===== config.mk =====
export PLATFORM = sky130hd
export DESIGN_NAME = pll_drp_ctrl
export DESIGN_NICKNAME = d
export VERILOG_FILES = /design/src/rtl/pll_drp_ctrl.sv
export SDC_FILE = /design/constraint.sdc
export NUM_CORES = 1
export LEC_CHECK = 0
export ABC_AREA = 1
export CORE_MARGIN = 2
export CORE_UTILIZATION = 26
export CTS_CLUSTER_SIZE = 16
export DETAILED_ROUTE_END_ITERATION = 10
export SKIP_CTS_REPAIR_TIMING = 1
export SLEW_MARGIN = 0
export SYNTH_ARGS = -nofsm -noshare
export SYNTH_HDL_FRONTEND = slang
export SYNTH_SLANG_ARGS = --single-unit

===== constraint.sdc =====
create_clock -name DCLK -period 1.9 [get_ports DCLK]
set_input_delay 0.19 -clock DCLK [delete_from_list [all_inputs] [get_ports DCLK]]
set_output_delay 0.19 -clock DCLK [all_outputs]
set_load 0.01 [all_outputs]

===== src/rtl/pll_drp_ctrl.sv =====
// Walks a NUM_REGS-entry table doing DRP read-modify-write with the PLL held in reset, then waits for a fresh lock.
// Outputs are registered (1 cycle after the state decision); each DRP access stalls until DRDY, SEN is ignored unless idle.
// Optional macro PLL_DRP_TIMEOUT_EN bounds every wait by TIMEOUT cycles and adds a sticky ERROR state.
module pll_drp_ctrl #(
    parameter int NUM_REGS = 9,
    parameter int TIMEOUT  = 1023
) (
    input  logic        DCLK,
    input  logic        RST_N,
    input  logic        SEN,
    output logic        SRDY,
    output logic        BUSY,
    output logic        ERR,
    output logic [4:0]  TBL_IDX,
    input  logic [38:0] TBL_ENTRY,
    output logic [6:0]  DADDR,
    output logic        DEN,
    output logic        DWE,
    output logic [15:0] DI,
    input  logic [15:0] DO,
    input  logic        DRDY,
    input  logic        LOCKED,
    output logic        PLL_RST
);
    typedef enum logic [3:0] {
        IDLE, ASSERT_RST, READ, WAIT_R, MODIFY, WRITE, WAIT_W, NEXT, WAIT_LOCK, DONE
`ifdef PLL_DRP_TIMEOUT_EN
        , ERROR
`endif
    } state_t;

    localparam logic [4:0] LAST_IDX = 5'(NUM_REGS - 1);

    state_t      state_q, state_d;
    logic [4:0]  tbl_idx_q, tbl_idx_d;
    logic        last_q, last_d;
    logic        lock_low_q, lock_low_d;
    logic [15:0] rd_dat_q, rd_dat_d;
    logic        den_q, den_d, dwe_q, dwe_d;
    logic [6:0]  daddr_q, daddr_d;
    logic [15:0] di_q, di_d;
    logic        pll_rst_q, pll_rst_d;
    logic        srdy_q, srdy_d, busy_q, busy_d;

    logic [15:0] ent_mask, ent_data;
    assign ent_mask = TBL_ENTRY[31:16];
    assign ent_data = TBL_ENTRY[15:0];

`ifdef PLL_DRP_TIMEOUT_EN
    localparam int CNT_W = $clog2(TIMEOUT + 1);
    logic [CNT_W-1:0] cnt_q, cnt_d;
    logic             err_q, err_d;
`endif

    always_comb begin
        state_d    = state_q;
        tbl_idx_d  = tbl_idx_q;
        last_d     = last_q;
        lock_low_d = lock_low_q;
        rd_dat_d   = rd_dat_q;
        case (state_q)
            IDLE: if (SEN) begin
                tbl_idx_d = '0;
                last_d    = 1'b0;
                state_d   = ASSERT_RST;
            end
            ASSERT_RST: state_d = READ;
            READ:       state_d = WAIT_R;
            WAIT_R: if (DRDY) begin
                rd_dat_d = DO;
                state_d  = MODIFY;
            end
            MODIFY:     state_d = WRITE;
            WRITE:      state_d = WAIT_W;
            // Index advances on entry to NEXT so the new ADDR is already on TBL_ENTRY when READ's DADDR is registered.
            WAIT_W: if (DRDY) begin
                state_d = NEXT;
                if (tbl_idx_q == LAST_IDX) last_d = 1'b1;
                else                       tbl_idx_d = tbl_idx_q + 5'd1;
            end
            NEXT: begin
                lock_low_d = 1'b0;
                state_d    = last_q ? WAIT_LOCK : READ;
            end
            // A stale LOCKED from before the reset must be seen low once before it counts.
            WAIT_LOCK: begin
                if (LOCKED && lock_low_q) state_d = DONE;
                else if (!LOCKED)         lock_low_d = 1'b1;
            end
            DONE:       state_d = IDLE;
`ifdef PLL_DRP_TIMEOUT_EN
            ERROR: if (SEN) begin
                tbl_idx_d = '0;
                last_d    = 1'b0;
                state_d   = ASSERT_RST;
            end
`endif
            default:    state_d = IDLE;
        endcase

`ifdef PLL_DRP_TIMEOUT_EN
        cnt_d = '0;
        if (state_d == state_q && state_q inside {WAIT_R, WAIT_W, WAIT_LOCK}) begin
            if (cnt_q == CNT_W'(TIMEOUT - 1)) state_d = ERROR;
            else                              cnt_d = cnt_q + 1'b1;
        end
        err_d = (state_d == ERROR);
`endif

        den_d     = (state_d == READ) || (state_d == WRITE);
        dwe_d     = (state_d == WRITE);
        daddr_d   = den_d ? TBL_ENTRY[38:32] : 7'd0;
        di_d      = dwe_d ? ((rd_dat_q & ent_mask) | (ent_data & ~ent_mask)) : 16'd0;
        pll_rst_d = !(state_d inside {IDLE, WAIT_LOCK, DONE});
        srdy_d    = (state_d == DONE);
        busy_d    = (state_d != IDLE);
    end

    always_ff @(posedge DCLK or negedge RST_N) begin
        if (!RST_N) begin
            state_q    <= IDLE;
            tbl_idx_q  <= '0;
            last_q     <= 1'b0;
            lock_low_q <= 1'b0;
            rd_dat_q   <= '0;
            den_q      <= 1'b0;
            dwe_q      <= 1'b0;
            daddr_q    <= '0;
            di_q       <= '0;
            pll_rst_q  <= 1'b1;
            srdy_q     <= 1'b0;
            busy_q     <= 1'b0;
        end else begin
            state_q    <= state_d;
            tbl_idx_q  <= tbl_idx_d;
            last_q     <= last_d;
            lock_low_q <= lock_low_d;
            rd_dat_q   <= rd_dat_d;
            den_q      <= den_d;
            dwe_q      <= dwe_d;
            daddr_q    <= daddr_d;
            di_q       <= di_d;
            pll_rst_q  <= pll_rst_d;
            srdy_q     <= srdy_d;
            busy_q     <= busy_d;
        end
    end

`ifdef PLL_DRP_TIMEOUT_EN
    always_ff @(posedge DCLK or negedge RST_N) begin
        if (!RST_N) begin
            cnt_q <= '0;
            err_q <= 1'b0;
        end else begin
            cnt_q <= cnt_d;
            err_q <= err_d;
        end
    end
    assign ERR = err_q;
`else
    assign ERR = 1'b0;
`endif

    assign TBL_IDX = tbl_idx_q;
    assign DEN     = den_q;
    assign DWE     = dwe_q;
    assign DADDR   = daddr_q;
    assign DI      = di_q;
    assign PLL_RST = pll_rst_q;
    assign SRDY    = srdy_q;
    assign BUSY    = busy_q;
endmodule


Word level (Yosys, flattened, before mapping):

Cells that the tools add are included.

* input port bits: 60
* register bits: 55
* output and inout port bits: 34

* bitwise logic cells: 4
* mux-type cells: 19
* reduce and logical (&&, ||, !) cells: 13
* equality and inequality tests: 19
* $add $sub $neg: 1

Operator list (number)
* one-hot mux 4 bit (9 select lines): 1
* AND 16 bit: 2
* equality test 4 x 3 -> 1 bit, second input constant: 5
* 2-to-1 mux 4 bit: 5
* 2-to-1 mux 16 bit: 1
* NOT 16 bit: 1
* OR 16 bit: 1
* 2-to-1 mux 5 bit: 3
* equality test 4 x 2 -> 1 bit, second input constant: 3
* equality test 4 bit, second input constant: 3
* inequality test 2 bit, second input constant: 6
* one-hot mux 5 bit (2 select lines): 1
* logical NOT 4 bit: 2
* AND reduction 4 bit: 2
* 2-to-1 mux 7 bit: 1
* adder 5 x 1 -> 5 bit, second input constant: 1
* equality test 5 x 4 -> 1 bit, second input constant: 1
* 2-to-1 mux 1 bit: 5
* equality test 4 x 1 -> 1 bit, second input constant: 1
* one-hot mux 1 bit (2 select lines): 2
* nonzero test 2 bit: 2
* nonzero test 4 bit: 1
* AND reduction 3 bit: 1
* nonzero test 3 bit: 1
* other kinds (4): 4

Longest topological paths before layout:

Gate-level depths: netlist of the first run.

* depth in word-level cells: 6
* mapped depth: 9
* depth with buffers taken out: 9

Worst setup path before layout of the first run:

No wires, ideal clock.

* path kind: register -> register
* start: register state_q[3]
* end: register busy_q (netlist: BUSY)
* stages on the path, launching flop included: 8
* setup slack: 0.585 ns
* path buffers: 0
* arrival time: 1.191 ns
* library setup time: 0.124 ns
* clock period less this slack: 1.315 ns
* required time: 1.776 ns
* path through: dfrtp_1 nor2_1 nand2_1 nand2_1 nand2_1 nand3_1 nand3_1 or2_1

* longest elaborated chain between the ends: 3
* elaborated cells between the ends (all ways): 15
* those cells by class: eq/ne: 8; mux: 5; reduce/logical: 2

RTL lines
* start, declared: RTL line 34 `state_t state_q, state_d;`
* start signal, assigned: RTL line 134 `state_q <= state_d;`
* equality test 4 bit (tied with other cells): RTL line 61 `case (state_q)`
* one-hot mux 4 bit (9 select lines) *: RTL line 61
* nonzero test 4 bit *: RTL line 116 `busy_d = (state_d != IDLE);`
* net busy_d: RTL line 43 `logic srdy_q, srdy_d, busy_q, busy_d;`
* end signal, assigned: RTL line 145 `busy_q <= busy_d;`
* end, declared: RTL line 43

The timed path passes the listed nets; every way through them passes the cells marked *.
A chain may end at the register's enable or synchronous reset.

Worst setup path in the final report of the first run:

* start: register pll_rst_q (netlist: PLL_RST)
* end: output port PLL_RST

RTL lines
* start, declared: RTL line 42 `logic pll_rst_q, pll_rst_d;`
* start signal, assigned: RTL line 143 `pll_rst_q <= pll_rst_d;`
* end, declared: RTL line 23 `output logic PLL_RST`

No word-level cell between the ends.

==> key figures, run 1 <==
STA
  • Setup ws final: 343 ps
  • Setup Viol. Count Final: 0
  • Setup TNS: 0 ps
  • Max-slew violations: 0
  • Max Clock Skew: 8.70 ps
  • Min cycle time layout: around 1600 ps
  • RSZ-0062 raised after global routing: no
  • Final hold vios: 0
  • Fmax: 642 MHz
  • Fin crit share: 0.819

Die
  • Initial core utilization: 0.269
  • IO Pins: between 90 and 100
  • Horiz. Die Dim: between 90 and 100 um
  • Std-Cell Core Area: 0.00876 mm2
  • DIE AREA: between 0.009 and 0.01 mm2
  • Rows: 34
  • Die Y: ~99 um

Critical path
  • Worst Path Buf+Inv: 1
  • Startpoint Class: flip-flop
  • CP Launch Point: PLL_RST
  • Crit path capture: PLL_RST
  • CP arrival: between 1000 and 1500 ps
  • CP max FO: 1
  • Worst path cell trace: clkdlybuf4s50_1
  • Setup crit end kind: primary output
  • Instance count on the critical path: 1
  • Max incr delay on CP: between 500 and 600 ps
  • CP max-delay cell: dfstp_2
  • Setup Crit Path Kind: flip-flop to primary output
  • Worst R2R Path Depth: 9
  • R2r setup slk: 400 ps
  • R2r startpoint: state_q[2]
  • CP delay by family, top: flip-flops
  • WP data required: ~1700 ps
  • Worst R2R End: TBL_IDX[1]

Logic synthesis
  • Syn avg cell area: around 9.5 um2
  • Synth cell types: 31
  • Syn Nets: between 300 and 400
  • Post-Syn Instances: about 250
  • Area leader, netlist: dfrtp_1
  • Area contributors post-synth: dfrtp_1 57%, nand2_1 11%, mux2i_1 6.8%
  • Yosys warning count: 0
  • Post-synthesis register bit count: 55
  • Cell area after synthesis: 0.00236 mm2
  • Sequential-to-total area share from yosys stat: 0.584
  • Post-synth top area share: 0.573

Finish
  • Commonest non-fill, non-tap cell in the layout: clkdlybuf4s50_1
  • Layout Nets: just over 400
  • Antenna diodes: 0
  • Layout cell share with drive strength beyond 1: 0.0751
  • Most frequent cells in the layout: 91 x clkdlybuf4s50_1, 72 x nand2_1, 54 x dfrtp_1, 24 x inv_1, 23 x nor2_1
  • Area added between synthesis and finish: 48.3%
  • Final instance area: around 0.0035 mm2

Flow run
  • Number of max-cap violations: 0

Clocking
  • Root buffer cell: clkbuf_8
  • TritonCTS clock tree: built
  • Cts bufs inserted: 5
  • # H-tree levels: 2
  • Maximum clock insertion buffer count: 2
  • Worst skew pair latency: a little over 300 ps
  • Clock-pin slew on the worst setup and hold paths: 100 ps
  • Clock tree sinks: 55

Route
  • Total routed wirelength: between 5 and 6 mm
  • Vias per cell: approximately 4.2
  • DR vias: around 1,900
  • Starting DRT DRC Count: 47
  • WL per Instance: between 10 and 15 um
  • Drt pass-1 iters: 4
  • Drt drc: 0
  • Post-route ant nets: 0

Placement
  • Routability cong.: between 0.8 and 0.9
  • Dpl ws: around 310 ps
  • Detail Placement HPWL: around 4 mm
  • IO buf count: 92
  • Placed cell areas: ~0.0034 mm2

Power and ir drop
  • VDD IR max: between 0.3 and 0.4 mV
  • Leakage: about 1.7 nW
  • Total power: 3.89 mW
  • Pwr per Cell Area: 1110 mW/mm2

Global routing
  • Initial antenna violation count: 0
  • Global-route usage over all layers: 0.115
  • First-pass GRT wire length: approximately 9.1 mm
  • Grt ovf: 0
  • Vias in the first global route: around 1,900
  • Pin count of the biggest net entering global routing: 40

Worst hold path
  • Hold Path Class: input port to async pin

Run status
  • Run status: finished, final reports clean
-- cell type report --
| type | count | area [um2] |
|---|---|---|
| repair buffers | 95 | 953 |
| well taps | 108 | 135 |
| flip-flops and latches | 55 | 1380 |
| inverters | 30 | 113 |
| multi-input cells | 158 | 826 |
| clock inverters | 3 | 23.8 |
| clock buffers | 5 | 68.8 |
| fillers | 889 | 5270 |
-- worst reg2reg max path: stages, from the launching register on --
cell,delay [ps]
dfrtp_1,410
inv_1,110
nor2_4,160
nand3_2,180
inv_2,110
nand2_1,80
nand2_2,130
nand2_2,110
nand2_1,70
nand2_1,50
-- routing by layer --
metal | wire, um | share of wire | vias up | GRT usage
met5 | 0 | 0 | - | 0
met4 | 68 | 0.012 | 0 | 0.0348
met3 | 335 | 0.060 | 5 | 0.0239
met2 | 2690 | 0.48 | 56 | 0.203
met1 | 2480 | 0.44 | 909 | 0.141
li1 | - | - | 958 | -
-- how the worst min path moves through the flow --
stage | startpoint | to | slack [ps]
2_1_floorplan | RST_N | BUSY | -110
3_3_place_gp | RST_N | DI[3] | 150
3_5_place_dp | RST_N | DI[3] | 150
4_1_cts | RST_N | rd_dat_q[2] | -190
5_1_grt | RST_N | TBL_IDX[2] | 360
6_report | RST_N | rd_dat_q[2] | 350
-- per-stage QoR --
step / util / hold slack (ps) / instances
floorplan: - / -106 / 248
global placement: 0.387 / 152 / 445
detailed placement: 0.387 / 153 / 445
CTS: 0.398 / -192 / 453
global route: 0.399 / 364 / 454
finish: 0.399 / 347 / 454
-- cell families after synthesis --
| group | share of synthesized area |
|---|---|
| adders and majority gates | 0.0106 |
| xor gates and xnor gates | 0.0111 |
| DFF | 0.584 |
| and+or+nand+nor | 0.220 |
| AOI/OAI and AO/OA | 0.0387 |
| buffers and inverters | 0.0658 |
| muxes | 0.0679 |
| other | 0.00159 |
-- report_power, final --
| part | switching, mW | internal (mW) |
|---|---|---|
| registers | 0.197 | 1.52 |
| logic | 0.828 | 0.678 |
| clock network | 0.402 | 0.265 |
| total | 1.43 | 2.46 |
-- synth_stat cells (all sizes together) --
library cell,n
dfstp,1
nand2,74
or2,1
dfrtp,54
a21oi,11
conb,1
nand3b,1
nor3,1
inv,29
buf,5
mux2i,16
ha,2
o21bai,1
o22ai,1
xor2,2
o21ai,3
xnor2,1
nand3,17
nor2,26
clkinv,1
-- sequential cells by signal, indices dropped and copies added (netlist names) --
| register | cells |
|---|---|
| TBL_IDX | 5 |
| DADDR | 7 |
| BUSY | 1 |
| last_q | 1 |
| rd_dat_q | 16 |
| PLL_RST | 1 |
| state_q | 4 |
| lock_low_q | 1 |
| DEN | 1 |
| DI | 16 |
| SRDY | 1 |
| DWE | 1 |
Note: power is estimated with default switching activity, not from simulation.
==> inputs of run 2 (changes only) <==
clock period = 1.3 ns   (was 1.9 ns; I/O delays follow)
==> run 2 against run 1 <==
  * The run now ends with setup timing left
  * Worst setup slack got worse by 420 ps
  * Register-to-register slack got worse by 480 ps
  * Sequential power increased by 49%
  * Cell count increased by 5.3%
  * Cell area increased by 14%
  * Non-clock buffer count increased by 24
  * Clock skew increased by 0.84 ps
==> key figures, run 2 (same netlist as run 1, synthesis figures left out) <==
Run status
  • Run status: finished, violations left (was finished, final reports clean)
  • Violated checks: setup timing

Critical path
  • Worst Path Buf+Inv: 1 (unchanged)
  • Startpoint Class: flip-flop (unchanged)
  • CP max FO: 8 (was 1)
  • CP delay by family, top: flip-flops (unchanged)
  • WP data required: 1530 ps (was 1710 ps)
  • Setup Crit Path Kind: flip-flop to flip-flop (was flip-flop to primary output)
  • Max incr delay on CP: 490 ps (was 530 ps)
  • CP arrival: 1600 ps (was 1370 ps)
  • Setup crit end kind: flip-flop (was primary output)
  • CP max-delay cell: dfrtp_2 (was dfstp_2)
  • Cell mode on critical path: nand3_4
  • Worst path cell trace: nand3_4 -> nor2_4 -> buf_4 -> a21oi_4 -> nand3_4 -> a21oi_2 (was clkdlybuf4s50_1)

Power and ir drop
  • Pwr per Cell Area: 1640 mW/mm2 (was 1110 mW/mm2)
  • VDD IR max: 0.578 mV (was 0.337 mV)
  • Leakage: 2.40 nW (was 1.69 nW)

Worst hold path
  • Hold Path Class: input port to async pin (unchanged)

Die
  • Horiz. Die Dim: 99.2 um (unchanged)
  • Rows: 34 (unchanged)
  • IO Pins: 94 (unchanged)
  • Std-Cell Core Area: 0.00876 mm2 (unchanged)
  • Initial core utilization: 0.269 (unchanged)
  • DIE AREA: 0.00985 mm2 (unchanged)
  • Die Y: 99.2 um (unchanged)

Finish
  • Fill count: 830 (was 889)
  • Layout cell share with drive strength beyond 1: 0.224 (was 0.0751)
  • Most frequent cells in the layout: 64 x nand2_1, 58 x clkdlybuf4s50_1, 49 x dfrtp_1, 33 x dlymetal6s2s_1, 22 x inv_1 (was 91 x clkdlybuf4s50_1, 72 x nand2_1, 54 x dfrtp_1, 24 x inv_1, 23 x nor2_1)
  • Area added between synthesis and finish: 68.6% (was 48.3%)
  • Footprint of the multi-input gates: 986 um2 (was 826 um2)
  • Post-Layout Cell Count: 478 (was 454)
  • Antenna diodes: 0 (unchanged)
  • Layout Nets: 431 (was 407)
  • Commonest non-fill, non-tap cell in the layout: nand2_1 (was clkdlybuf4s50_1)
  • Final core occ: 0.454 (was 0.399)
  • Sequential standard cell area: 0.00138 mm2 (about the same)

STA
  • Max Clock Skew: 9.54 ps (was 8.70 ps)
  • Max-slew violations: 0 (unchanged)
  • Setup TNS: -733 ps (was 0 ps)
  • Fmax: about 730 MHz
  • RSZ-0062 raised after global routing: yes (was no)
  • Final hold vios: 0 (unchanged)
  • Min cycle time layout: around 1400 ps
  • Setup ws final: -75.1 ps (was 343 ps)
  • Fin crit share: 1.06
  • Setup Viol. Count Final: 14 (was 0)

Route
  • Drt drc: 0 (unchanged)
  • Starting DRT DRC Count: 33 (was 47)
  • Vias per cell: 4.24 (was 4.25)
  • Drt pass-1 iters: 4 (unchanged)
  • Post-route ant nets: 0 (unchanged)
  • DR vias: 2,029 (was 1,928)
  • WL per Instance: 13.1 um (was 12.3 um)
  • Total routed wirelength: 6.24 mm (was 5.57 mm)

Global routing
  • First-pass GRT wire length: 9.49 mm (was 9.12 mm)
  • Global-route usage over all layers: 0.121 (was 0.115)
  • Pin count of the biggest net entering global routing: 56 (was 40)
  • Initial antenna violation count: 0 (unchanged)
  • Vias in the first global route: 1,979 (was 1,938)
  • Grt ovf: 0 (unchanged)

Clocking
  • Worst skew pair latency: 300 ps (was 310 ps)
  • Clock-pin slew on the worst setup and hold paths: 100 ps (about the same)
  • # H-tree levels: 2 (unchanged)
  • Clock tree sinks: 55 (unchanged)
  • Maximum clock insertion buffer count: 2 (unchanged)
  • Cts bufs inserted: 5 (unchanged)
  • TritonCTS clock tree: built (unchanged)
  • Root buffer cell: clkbuf_8 (unchanged)

Placement
  • IO buf count: 92 (unchanged)
  • Detail Placement HPWL: 4.22 mm (was 4.03 mm)
  • Routability cong.: 0.822 (was 0.829)
  • Dpl ws: -171 ps (was 314 ps)
  • Placed cells: 458 (was 445)

Flow run
  • Number of max-cap violations: 0 (unchanged)
==> run 2: worst paths after layout <==
path                          startpoint      endpoint  depth (start not counted)  slack, ps
max in group asynchronous          RST_N       PLL_RST                          3        640
max reg2reg                   state_q[0]      DADDR[1]                          6        -80
min                                RST_N         DI[5]                          3        350
min in group DCLK          TBL_ENTRY[34]      DADDR[2]                          3        350
min reg2reg                 rd_dat_q[13]  rd_dat_q[13]                          2        480
max                           state_q[0]      DADDR[1]                          6        -80
==> run 2: per-stage QoR <==
step	total power [mW]	instance area, um2	hold slack, ps
3_3_place_gp	4.97	3490	157
6_report	6.54	3980	348
4_1_cts	5.96	3580	-180
2_1_floorplan	3.82	2360	-166
5_1_grt	7.04	3980	330
3_5_place_dp	5.02	3490	158
==> run 2: per-layer routing <==
metal | global-route usage | part of all wire | wire length (um)
met4 | 0.0400 | 0.016 | 102
met1 | 0.154 | 0.44 | 2720
met2 | 0.203 | 0.49 | 3080
met3 | 0.0281 | 0.054 | 337
met5 | 0 | 0 | 0
==> run 2: power by group <==
part           switching, mW  internal (mW)
Sequential             0.339           2.23
Clock                  0.538          0.378
Combinational           1.58           1.47
Total                   2.45           4.08
==> run 2: layout make-up <==
| class | count | area share |
|---|---|---|
| clock buffer | 6 | 0.0183 |
| clock inverter | 2 | 0.00315 |
| inverter | 30 | 0.0334 |
| multi-input combinational | 158 | 0.248 |
| sequential | 55 | 0.348 |
| tap | 108 | 0.0340 |
| timing repair buffer | 119 | 0.315 |
==> run 2: worst min-delay path, cell delays in order <==
cell and delay [ps]:
dlygate4sd3_1 520, buf_2 120, buf_12 280
==> inputs of run 3 (changes only) <==
CELL_PAD_IN_SITES_DETAIL_PLACEMENT = 1   (was default)
CELL_PAD_IN_SITES_GLOBAL_PLACEMENT = 1   (was default)
PLACE_DENSITY_LB_ADDON = 0.1   (was default)
==> run 3 against run 2 <==
  * The run still ends with setup timing left
  * Sequential power is 2% lower
  * Total power up 5.7%
  * Via count grew 4.5%
  * Clock skew grew 3.6 ps
  * Sequential share of layout area decreased by 1.5 points
  * Largest cell class unchanged
  * Cell area rose by 4.7%
  * Cell count grew 1.5%
==> key figures, run 3 (same netlist as run 1, synthesis figures left out) <==
Power and ir drop
  • Sequential power share: 0.365 (was 0.393)
  • Power Internal: 4.24 mW (was 4.08 mW)
  • Total power: 6.91 mW (was 6.54 mW)
  • Leakage: 2.45 nW (was 2.40 nW)
  • Logic pwr share: 0.495 (was 0.467)
  • Clock share of power: 0.140 (about the same)
  • Switch Pwr: 2.67 mW (was 2.45 mW)
  • VDD IR max: 0.760 mV (was 0.578 mV)
  • Pwr per Cell Area: 1660 mW/mm2 (was 1640 mW/mm2)
  • Switching Share: 0.387 (was 0.375)

Clocking
  • # H-tree levels: 2 (unchanged)
  • Maximum clock insertion buffer count: 2 (unchanged)
  • TritonCTS clock tree: built (unchanged)
  • Clock tree sinks: 55 (unchanged)
  • Clock-pin slew on the worst setup and hold paths: 100 ps (about the same)
  • Worst skew pair latency: 320 ps (was 300 ps)
  • Root buffer cell: clkbuf_8 (unchanged)
  • Cts bufs inserted: 5 (unchanged)

Route
  • WL per Instance: 14.5 um (was 13.1 um)
  • Drt drc: 0 (unchanged)
  • Drt pass-1 iters: 5 (was 4)
  • Post-route ant nets: 0 (unchanged)
  • Starting DRT DRC Count: 28 (was 33)
  • DR vias: 2,120 (was 2,029)
  • Vias per cell: 4.37 (was 4.24)
  • Total routed wirelength: 7.02 mm (was 6.24 mm)

STA
  • Fmax: 697 MHz (was 727 MHz)
  • Setup TNS: -2660 ps (was -733 ps)
  • Fin crit share: 1.10 (was 1.06)
  • Setup Viol. Count Final: 32 (was 14)
  • Hold WS: 322 ps (was 348 ps)
  • RSZ-0062 raised after global routing: yes (unchanged)
  • Min cycle time layout: 1430 ps (was 1380 ps)
  • Max Clock Skew: 13.1 ps (was 9.54 ps)
  • Setup ws final: -135 ps (was -75.1 ps)
  • Max-slew violations: 0 (unchanged)
  • Final hold vios: 0 (unchanged)

Global routing
  • Vias in the first global route: 2,122 (was 1,979)
  • Initial antenna violation count: 0 (unchanged)
  • Pin count of the biggest net entering global routing: 56 (unchanged)
  • Grt ovf: 0 (unchanged)
  • First-pass GRT wire length: 10.6 mm (was 9.49 mm)
  • Global-route usage over all layers: 0.137 (was 0.121)

Finish
  • Commonest non-fill, non-tap cell in the layout: nand2_1 (unchanged)
  • Most frequent cells in the layout: 64 x nand2_1, 58 x clkdlybuf4s50_1, 49 x dfrtp_1, 33 x dlymetal6s2s_1, 21 x inv_1 (was 64 x nand2_1, 58 x clkdlybuf4s50_1, 49 x dfrtp_1, 33 x dlymetal6s2s_1, 22 x inv_1)
  • Area added between synthesis and finish: 76.4% (was 68.6%)
  • Layout Nets: 438 (was 431)
  • Post-Layout Cell Count: 485 (was 478)
  • Layout cell share with drive strength beyond 1: 0.271 (was 0.224)
  • Antenna diodes: 0 (unchanged)

Placement
  • Routability cong.: 0.808 (was 0.822)
  • Detail Placement HPWL: 4.71 mm (was 4.22 mm)
  • Placed cells: 460 (was 458)
  • IO buf count: 92 (unchanged)

Run status
  • Violated checks: setup timing (unchanged)
  • Run status: finished, violations left (unchanged)

Die
  • Die Y: 99.2 um (unchanged)
  • DIE AREA: 0.00985 mm2 (unchanged)
  • Horiz. Die Dim: 99.2 um (unchanged)
  • Std-Cell Core Area: 0.00876 mm2 (unchanged)
  • Initial core utilization: 0.269 (unchanged)
  • Rows: 34 (unchanged)
  • IO Pins: 94 (unchanged)

Critical path
  • WP data required: 1550 ps (was 1530 ps)
  • Setup crit end kind: flip-flop (unchanged)
  • Setup Crit Path Kind: flip-flop to flip-flop (unchanged)
  • CP arrival: 1690 ps (was 1600 ps)
  • Startpoint Class: flip-flop (unchanged)
  • CP max FO: 12 (was 8)

Flow run
  • Number of max-cap violations: 0 (unchanged)

Worst hold path
  • Hold Path Class: input port to flip-flop (was input port to async pin)
-- run 3: cell count changes in the layout (fill, tap and decap cells not counted), sizes merged --
| cell | delta |
|---|---|
| buf | +6 |
| clkinv | +3 |
| clkbuf | -1 |
| clkinvlp | -1 |
-- run 3: path summary, 6_finish.rpt --
path,from,endpoint,slack (ps),depth (start not counted)
setup / recovery,state_q[2],DI[8],-130,9
hold / removal,TBL_ENTRY[38],DADDR[6],320,3
setup reg to reg,state_q[2],DI[8],-130,9
hold reg to reg,rd_dat_q[3],rd_dat_q[3],490,2
max in group asynchronous,RST_N,PLL_RST,650,3
min in group asynchronous,RST_N,DI[1],340,3
-- run 3: worst max-delay path, cell delays in order (launching register included) --
cell and delay (ps):
dfrtp_2 430, inv_2 70, nor2_4 200, buf_6 120, inv_2 30, nor2_4 90, buf_12 150, buf_12 120
inv_12 50, nor2_1 100
-- run 3: area by class of cell --
cell class | instances | area [um2]
repair inverters | 2 | 32.5
inverters | 30 | 135
repair buffers | 124 | 1320
flip-flops and latches | 55 | 1380
well taps | 108 | 135
clock buffers | 6 | 72.6
fillers | 972 | 4600
clock inverters | 2 | 17.5
multi-input cells | 158 | 1060
-- run 3: metrics by stage --
stage / util / cell area, um2 / setup WS (ps)
global route: 0.475 / 4160 / -210
global placement: 0.400 / 3510 / -200
floorplan: - / 2360 / 23.4
finish: 0.475 / 4160 / -135
CTS: 0.411 / 3600 / -216
detailed placement: 0.400 / 3510 / -260
-- run 3: power by group through the flow --
stage	sequential, mW	clock (mW)	combinational, mW
after floorplan	2.59	0	1.23
after global placement	2.52	0	2.46
after detailed placement	2.53	0	2.50
after CTS	2.50	1.04	2.51
after global routing	2.59	1.09	3.77
final	2.52	0.965	3.42
-- run 3: routing by layer --
| layer | up-vias | global-route usage | share of wire |
|---|---|---|---|
| li1 | 1022 | - | - |
| met1 | 1044 | 0.171 | 0.42 |
| met2 | 46 | 0.236 | 0.52 |
| met3 | 8 | 0.0246 | 0.041 |
| met4 | 0 | 0.0506 | 0.015 |
| met5 | - | 0 | 0 |
